### config.mk
export PLATFORM = sky130hd
export DESIGN_NAME = motor_driver
export DESIGN_NICKNAME = d
export VERILOG_FILES = /design/src/rtl/motor_driver_pkg.sv /design/src/rtl/pwm_gen.sv /design/src/rtl/motor_driver.sv
export SDC_FILE = /design/constraint.sdc
export NUM_CORES = 1
export LEC_CHECK = 0
export ABC_AREA = 1
export ABC_CLOCK_PERIOD_IN_PS = 2200
export BUFFER_PORTS_ARGS = -buffer_cell sky130_fd_sc_hd__buf_2
export CORE_ASPECT_RATIO = 1.75
export CORE_MARGIN = 2
export CORE_UTILIZATION = 55
export CTS_BUF_LIST = sky130_fd_sc_hd__clkbuf_2
export DETAILED_ROUTE_END_ITERATION = 10
export GPL_TIMING_DRIVEN = 0
export PLACE_DENSITY = 0.73
export RECOVER_POWER = 25
export SLEW_MARGIN = 20
export SYNTH_ARGS = -nofsm -noshare
export SYNTH_HDL_FRONTEND = slang
export SYNTH_HIERARCHICAL = 1
export SYNTH_SLANG_ARGS = --single-unit
### constraint.sdc
create_clock -name clk -period 2.2 [get_ports clk]
set_input_delay 0.22 -clock clk [delete_from_list [all_inputs] [get_ports clk]]
set_output_delay 0.22 -clock clk [all_outputs]
set_load 0.02 [all_outputs]
### src/rtl/motor_driver_pkg.sv
// Shared encodings for the motor H-bridge driver and the main control FSM.
// State and command values must match on both sides of the mo/mp interface.
package motor_driver_pkg;

    typedef enum logic [1:0] {
        ST_IDLE = 2'd0,
        ST_RAMP = 2'd1,
        ST_RUN  = 2'd2,
        ST_DEAD = 2'd3
    } state_t;

    localparam logic [1:0] MO_STOP = 2'b00;
    localparam logic [1:0] MO_A    = 2'b01;
    localparam logic [1:0] MO_B    = 2'b10;
    localparam logic [1:0] MO_BAD  = 2'b11;

    function automatic logic is_drive(input logic [1:0] c);
        return (c == MO_A) || (c == MO_B);
    endfunction

endpackage

### src/rtl/pwm_gen.sv
// Free-running PWM counter with a duty comparator.
// The pwm output is high while the counter is below the duty value.
module pwm_gen #(
    parameter int PWM_BITS = 4
) (
    input  logic                clk,
    input  logic                reset,
    input  logic [PWM_BITS-1:0] i_duty,
    output logic                o_pwm
);

    logic [PWM_BITS-1:0] r_cnt;

    always_ff @(posedge clk or negedge reset) begin
        if (!reset) begin
            r_cnt <= '0;
        end else begin
            r_cnt <= r_cnt + 1'b1;
        end
    end

    assign o_pwm = (r_cnt < i_duty);

endmodule

### src/rtl/motor_driver.sv
// H-bridge driver: soft-start ramp, dead time on stop/reverse, sticky fault.
// Leg outputs are registered and gated by the next state so DEAD is all-off.
module motor_driver
    import motor_driver_pkg::*;
#(
    parameter int PWM_BITS      = 4,
    parameter int RAMP_STEP_CYC = 16,
    parameter int DEAD_CYC      = 4
) (
    input  logic       clk,
    input  logic       reset,
    input  logic [1:0] mo,
    input  logic       mp,
    output logic       in1,
    output logic       in2,
    output logic       busy,
    output logic       fault
);

    localparam int SW = (RAMP_STEP_CYC > 1) ? $clog2(RAMP_STEP_CYC) : 1;
    localparam int DW = (DEAD_CYC > 1) ? $clog2(DEAD_CYC) : 1;
    localparam logic [PWM_BITS-1:0] DUTY_MAX  = '1;
    localparam logic [SW-1:0]       STEP_LAST = SW'(RAMP_STEP_CYC - 1);
    localparam logic [DW-1:0]       DEAD_LOAD = DW'(DEAD_CYC - 1);

    state_t              r_state, w_state_nxt;
    logic [1:0]          r_dir, w_dir_nxt;
    logic [PWM_BITS-1:0] r_duty, w_duty_nxt;
    logic [SW-1:0]       r_step, w_step_nxt;
    logic [DW-1:0]       r_dead, w_dead_nxt;
    logic                r_in1, r_in2, r_fault;
    logic [1:0]          w_cmd;
    logic                w_pwm, w_drive, w_in1_nxt, w_in2_nxt;

    assign w_cmd = mp ? mo : MO_STOP;

    pwm_gen #(
        .PWM_BITS (PWM_BITS)
    ) u_pwm (
        .clk    (clk),
        .reset  (reset),
        .i_duty (r_duty),
        .o_pwm  (w_pwm)
    );

    always_ff @(posedge clk or negedge reset) begin
        if (!reset) begin
            r_state <= ST_IDLE;
            r_dir   <= MO_STOP;
            r_duty  <= '0;
            r_step  <= '0;
            r_dead  <= '0;
            r_in1   <= 1'b0;
            r_in2   <= 1'b0;
            r_fault <= 1'b0;
        end else begin
            r_state <= w_state_nxt;
            r_dir   <= w_dir_nxt;
            r_duty  <= w_duty_nxt;
            r_step  <= w_step_nxt;
            r_dead  <= w_dead_nxt;
            r_in1   <= w_in1_nxt;
            r_in2   <= w_in2_nxt;
            r_fault <= r_fault | (mp & (mo == MO_BAD));
        end
    end

    always_comb begin
        w_state_nxt = r_state;
        w_dir_nxt   = r_dir;
        w_duty_nxt  = r_duty;
        w_step_nxt  = r_step;
        w_dead_nxt  = r_dead;
        unique case (r_state)
            ST_IDLE: begin
                if (is_drive(w_cmd)) begin
                    w_state_nxt = ST_RAMP;
                    w_dir_nxt   = w_cmd;
                    w_duty_nxt  = '0;
                    w_step_nxt  = '0;
                end
            end
            ST_RAMP, ST_RUN: begin
                if (w_cmd != r_dir) begin
                    w_state_nxt = ST_DEAD;
                    w_dead_nxt  = DEAD_LOAD;
                    w_duty_nxt  = '0;
                    w_step_nxt  = '0;
                end else if (r_state == ST_RAMP) begin
                    if (r_step == STEP_LAST) begin
                        w_step_nxt = '0;
                        w_duty_nxt = r_duty + 1'b1;
                        if (r_duty == DUTY_MAX - 1'b1) begin
                            w_state_nxt = ST_RUN;
                        end
                    end else begin
                        w_step_nxt = r_step + 1'b1;
                    end
                end
            end
            ST_DEAD: begin
                // Only the command seen at expiry matters; changes never reload.
                if (r_dead == '0) begin
                    if (is_drive(w_cmd)) begin
                        w_state_nxt = ST_RAMP;
                        w_dir_nxt   = w_cmd;
                        w_duty_nxt  = '0;
                        w_step_nxt  = '0;
                    end else begin
                        w_state_nxt = ST_IDLE;
                    end
                end else begin
                    w_dead_nxt = r_dead - 1'b1;
                end
            end
            default: w_state_nxt = ST_IDLE;
        endcase
    end

    always_comb begin
        busy      = (r_state != ST_IDLE);
        w_drive   = (w_state_nxt == ST_RAMP) || (w_state_nxt == ST_RUN);
        w_in1_nxt = w_pwm & w_drive & (w_dir_nxt == MO_A);
        w_in2_nxt = w_pwm & w_drive & (w_dir_nxt == MO_B);
    end

    assign in1   = r_in1;
    assign in2   = r_in2;
    assign fault = r_fault;

endmodule

==> Word level (Yosys, flattened, before mapping) <==
Index checks and enable logic that the tools add are counted.
{ "classes": {"addsub": 4, "order_cmp": 1, "n_eq_ne": 18, "muxes": 27, "n_bitwise": 5, "n_reduce_logical": 10} }
{ "op_table": {"columns": ["operator", "n"], "rows": [
  ["two-way mux 4 bit", 10],
  ["case mux 4 bit (3 select lines)", 2],
  ["two-way mux 2 bit", 11],
  ["adder 4 x 1 -> 4 bit, second input constant", 3],
  ["equality test 2 bit, second input constant", 6],
  ["equality test 2 x 1 -> 1 bit, second input constant", 4],
  ["equality test 4 bit, second input constant", 2],
  ["case mux 2 bit (2 select lines)", 2],
  ["inequality test 2 bit, second input constant", 3],
  ["inequality test 3 bit, second input constant", 2],
  ["case mux 2 bit (3 select lines)", 1],
  ["AND reduction 3 bit", 2],
  ["bitwise AND 1 bit", 4],
  ["zero test 2 bit", 2],
  ["less-than comparator 4 bit", 1],
  ["nonzero test 2 bit", 2],
  ["logical OR 1 bit", 2],
  ["inequality test 2 bit", 1],
  ["AND reduction 2 bit", 1],
  ["OR reduction 2 bit", 1],
  ["subtractor 2 x 1 -> 2 bit, second input constant", 1],
  ["two-way mux 1 bit", 1],
  ["OR 1 bit", 1]
]} }
{ "totals": {"reg_bits": 21, "wordCells": 74} }

==> Logic depth before layout (Yosys ltp) <==
{ "logic_depth": {"ltp_word": 10, "mapped_depth": 13} }

==> Modules after synthesis <==
Netlist, hierarchy kept.
{ "by_module_without_submodules": {"columns": ["module", "n_inst", "cells_per_inst", "area_each_um2", "seq_area_each_um2"], "rows": [
  ["motor_driver", 1, 157, 1173.6, 425.4],
  ["pwm_gen", 1, 23, 226.5, 100.1]
]} }

==> Least setup slack after synthesis <==
No wires, ideal clock.
{ "synth_path": {"kind": "register -> register", "startpoint": "register r_state[0]", "endpoint": "register r_in1 (netlist: in1)", "arrival_ns": 1.627, "required_ns": 2.084, "setup_slack_ns": 0.457, "stages_incl_launch_ff": 12, "n_path_buf": 1, "period_less_slack_ns": 1.743, "path_cell_list": "dfrtp_1 inv_1 ha_1 clkbuf_2 inv_2 nand2_1 o21ai_0 nand2_1 nand2_1 nand2_1 nand3_1 nor2_1"} }
{ "synth_via": {"elab_chain_len": 9, "elab_cells_between_ends": 19, "classes_between": "eq/ne: 6; mux: 8; bitwise: 2; reduce/logical: 3"} }
{ "synth_rtl": {"columns": ["element", "line_no", "rtl"], "rows": [
  ["from (decl)", "motor_driver.sv:26", "state_t r_state, w_state_nxt;"],
  ["from (signal assigned)", "motor_driver.sv:57", "r_state <= w_state_nxt;"],
  ["two-way mux 2 bit", "motor_driver.sv:93", "if (r_duty == DUTY_MAX - 1'b1) begin"],
  ["two-way mux 2 bit", "motor_driver.sv:90", "if (r_step == STEP_LAST) begin"],
  ["two-way mux 2 bit", "motor_driver.sv:89", "end else if (r_state == ST_RAMP) begin"],
  ["two-way mux 2 bit", "motor_driver.sv:84", "if (w_cmd != r_dir) begin"],
  ["case mux 2 bit (3 select lines)", "motor_driver.sv:74", "unique case (r_state)"],
  ["equality test 2 x 1 -> 1 bit / equality test 2 bit (equally long branches)", "motor_driver.sv:122", "w_drive = (w_state_nxt == ST_RAMP) || (w_state_nxt == ST_RUN);"],
  ["logical OR 1 bit", "motor_driver.sv:122", null],
  ["bitwise AND 1 bit", "motor_driver.sv:123", "w_in1_nxt = w_pwm & w_drive & (w_dir_nxt == MO_A);"],
  ["bitwise AND 1 bit (*)", "motor_driver.sv:123", null],
  ["net w_in1_nxt", "motor_driver.sv:33", "logic w_pwm, w_drive, w_in1_nxt, w_in2_nxt;"],
  ["to (signal assigned)", "motor_driver.sv:62", "r_in1 <= w_in1_nxt;"],
  ["to (decl)", "motor_driver.sv:31", "logic r_in1, r_in2, r_fault;"]
]} }
The timed path passes the listed nets; every way through them passes the cells marked *.
A chain may end at the register's enable or synchronous reset.

==> Worst setup path after layout <==
{ "layout_path": {"startpoint": "register r_state[1]", "endpoint": "register r_in2 (netlist: in2)"} }
{ "layout_via": {"elab_chain_len": 9, "elab_cells_between_ends": 19, "classes_between": "eq/ne: 6; mux: 8; bitwise: 2; reduce/logical: 3"} }
{ "layout_rtl": {"columns": ["element", "line_no", "rtl"], "rows": [
  ["two-way mux 2 bit", "motor_driver.sv:93", null],
  ["two-way mux 2 bit", "motor_driver.sv:90", null],
  ["two-way mux 2 bit", "motor_driver.sv:89", null],
  ["two-way mux 2 bit", "motor_driver.sv:84", null],
  ["case mux 2 bit (3 select lines)", "motor_driver.sv:74", null],
  ["equality test 2 x 1 -> 1 bit / equality test 2 bit (equally long branches)", "motor_driver.sv:122", null],
  ["logical OR 1 bit", "motor_driver.sv:122", null],
  ["bitwise AND 1 bit", "motor_driver.sv:124", "w_in2_nxt = w_pwm & w_drive & (w_dir_nxt == MO_B);"],
  ["bitwise AND 1 bit (*)", "motor_driver.sv:124", null],
  ["net w_in2_nxt", "motor_driver.sv:33", null],
  ["to (signal assigned)", "motor_driver.sv:63", "r_in2 <= w_in2_nxt;"],
  ["to (decl)", "motor_driver.sv:31", null]
]} }
Marks and branches as above.

==> results by group <==
Global routing
  – Largest net degree at the start of global routing: 22
  – Vias in the first global route: 1,331
  – Met2 Use GR: 43.6%
  – Grt met3 use: 2.81%
  – Global-route wire length before repair: 5.17 mm
  – GRT Overall Usage: 22.4%
  – Antenna violations before repair: 0
  – GRT Max-Usage Layer: met2
  – Overflow after GRT: 0
  – Met1 Use GR: 19.3%

Power and ir drop
  – Maximum VDD drop: 0.642 mV
  – PD cells: 1240 nW/um^2
  – LEAKAGE: 0.000788 uW

Routing
  – Via count: 1,168
  – DRC: 0
  – First-iteration detailed-routing DRC count: 17
  – Vias/cell: 5.33
  – Wire length per cell: 12.9 um
  – Post-DRT Antenna Nets: 0
  – TritonRoute pass-1 iters: 4
  – Final wirelength: 2.82 mm

Worst hold path
  – Worst hold path type: input pin to register

CTS
  – Worst-path clk slew: 0.20 ns
  – CTS tree: built
  – Root Buffer: clkbuf_2
  – CTS Buffer Depth: 2
  – CTS Buf Count: 3
  – H-tree depth: 1
  – Clock Latency Late Sink: 0.34 ns
  – CTS sink count: 21

STA
  – RSZ-0062 raised after global routing: false
  – Setup Skew: 0.0134 ns
  – Final Setup Violations: 0
  – FMAX: 493 MHz
  – Final hold vios: 0
  – Slew of the pin with the lowest slew margin: 1.13 ns
  – Min Tclk post-route: 2.03 ns
  – Fin. max-slew vios: 0
  – Rel. slew slack: 24.7%
  – WHS: 0.218 ns
  – Worst setup margin: 0.171 ns
  – TNS Setup: 0 ns
  – Fin crit share: 92.2%

Layout
  – # fillers: 235
  – Area of the multi-input gates: 768 sq um
  – Syn-to-layout area delta: 7.33%
  – N_diodes: 0
  – Ratio of cells with drive above 1 in the final layout: 18.1%
  – Final cell count without fillers: 219
  – Reg area: 527 sq um
  – # nets final: 210

Die
  – Die H: 70.7 um
  – Site Rows: 24
  – Core Area: 2460 sq um
  – DIE AREA: 2980 sq um
  – Initial Utilization: 56.9%
  – Ports: 9
  – Die width: 42.1 um

Placed design
  – PortBufs: 8
  – Pre-CTS worst setup slack: 0.154 ns
  – Hpwl dp: 2.27 mm
  – GPL Wtd Cong: 0.877
  – Placed insts: 214

Setup path
  – Most frequent CP cell: nand2_1
  – Crit end category: register
  – Critical Path, Cell by Cell: inv_1 -> ha_1 -> clkbuf_2 -> inv_2 -> nand2_1 -> o21ai_0 -> nand2_1 -> nand2_1 -> nand2_1 -> nand3_1 -> nor2_1
  – Reg-to-reg slack, setup: 0.17 ns
  – Startpoint Class: register
  – Critical Path RT: 2.47 ns
  – CP arrival: 2.30 ns
  – Critical-path top delay cell: dfrtp_1
  – CP max stage delay: 0.47 ns
  – Crit path kind: register to register
  – CP max FO: 8

Synthesis
  – Most instantiated cells after synthesis: 52 x nand2_1, 22 x inv_1, 21 x dfrtp_1
  – YS warnings: 6
  – Post-synthesis sequential area ratio: 37.5%
  – Post-synth top flop: dfrtp_1
  – Yosys reg bits: 21
  – Synthesized area per cell: 7.78 sq um
  – Post-synth EDFFs: 0
  – Most common cell in the netlist: nand2_1
  – Netlist cell types: 27
  – Cell count after synthesis: 180
  – Area leader, netlist: dfrtp_1
  – Top cells by area in the synthesized netlist: dfrtp_1 38%, nand2_1 14%, ha_1 9.8%
  – Net Count, Synth: 196
  – Top-area cell type share of the netlist area: 37.5%
  – Asr flop ratio synth: 100%
  – Mapped Area: 1400 sq um

Run
  – MaxCap Viol Count: 0

Outcome
  – Status: finished, final reports clean
==> per-layer routing <==
| layer | share of wire, % | wire (um) | vias to the layer above |
|---|---|---|---|
| met5 | 0 | 0 | - |
| met4 | 4.2 | 118 | 0 |
| met3 | 2.7 | 77 | 11 |
| met2 | 57 | 1600 | 25 |
| met1 | 36 | 1020 | 541 |
| li1 | - | - | 591 |
==> power breakdown <==
| part | leakage, uW | switching (uW) | internal, uW |
|---|---|---|---|
| Clock | 0.0000164 | 122 | 41.2 |
| Combinational | 0.000502 | 773 | 370 |
| Sequential | 0.000269 | 86.1 | 471 |
==> area by class of cell <==
class                      instances  area share (%)
tap                               26            2.16
clock buffer                       3           0.999
buffer                             1           0.333
clock inverter                     1           0.333
multi-input combinational        131            51.1
timing repair buffer               9            3.25
inverter                          27            6.74
sequential                        21            35.1
==> state kept, by name, indices dropped and copies added, names as in the netlist <==
name         flops
r_step           4
fault            1
r_state          2
r_duty           4
r_dir            2
u_pwm/r_cnt      4
in2              1
in1              1
r_dead           2
==> placed cells by master, fill, tap and decap left out, types with 2 or more instances in the layout <==
cell,n
nand2_2,7
nor3_1,2
buf_2,7
inv_1,23
o21ai_1,4
clkbuf_2,4
nand2_4,3
a21oi_1,2
nand3_1,17
nor2_2,2
inv_2,4
nand2_1,52
xor2_1,3
dfrtp_1,20
o21ai_0,8
nor2_4,3
nor2_1,6
a21oi_2,2
ha_1,11
==> cells by family after synthesis <==
logic type / Yosys count / share of synthesized area, %
AND/OR/NAND/NOR: 97 / 34.6
buffers and inverters: 28 / 7.60
flip-flops: 21 / 37.5
AO/OA/AOI/OAI: 19 / 7.95
adder cells (fa/ha/maj): 11 / 9.83
XOR/XNOR: 4 / 2.50
==> critical path: cells and delay by family, from the launching register on <==
kind	cells	cell delay (ns)
adder cells (fa/ha/maj)	1	0.27
AO/OA/AOI/OAI	1	0.22
buffers and inverters	3	0.48
AND/OR/NAND/NOR	6	0.51
flip-flops	1	0.47
==> path summary, 6_finish.rpt <==
kind                             from         end  cells after the start
max                        r_state[1]         in2                     11
min reg2reg                     fault       fault                      2
min in group asynchronous       reset   r_duty[3]                      2
max in group asynchronous       reset  r_state[0]                      2
max reg2reg                r_state[1]         in2                     11
min                             mo[0]       fault                      3
==> repair_timing <==
item,CTS,global route
setup endpoints to repair,0,2
gates resized for setup,0,1
endpoints found under the hold margin,21,0
hold buffers,1,0
setup buffers,0,0
==> through the flow <==
stage,cell area (sq um),utilization (%),total power (uW)
after CTS,1500,61.0,1870
after global placement,1470,59.8,1660
after detailed placement,1470,59.8,1710
after global routing,1500,61.0,2050
after floorplan,1400,-,1450
final,1500,61.0,1860
No activity file was read; power rests on OpenSTA's default activity.
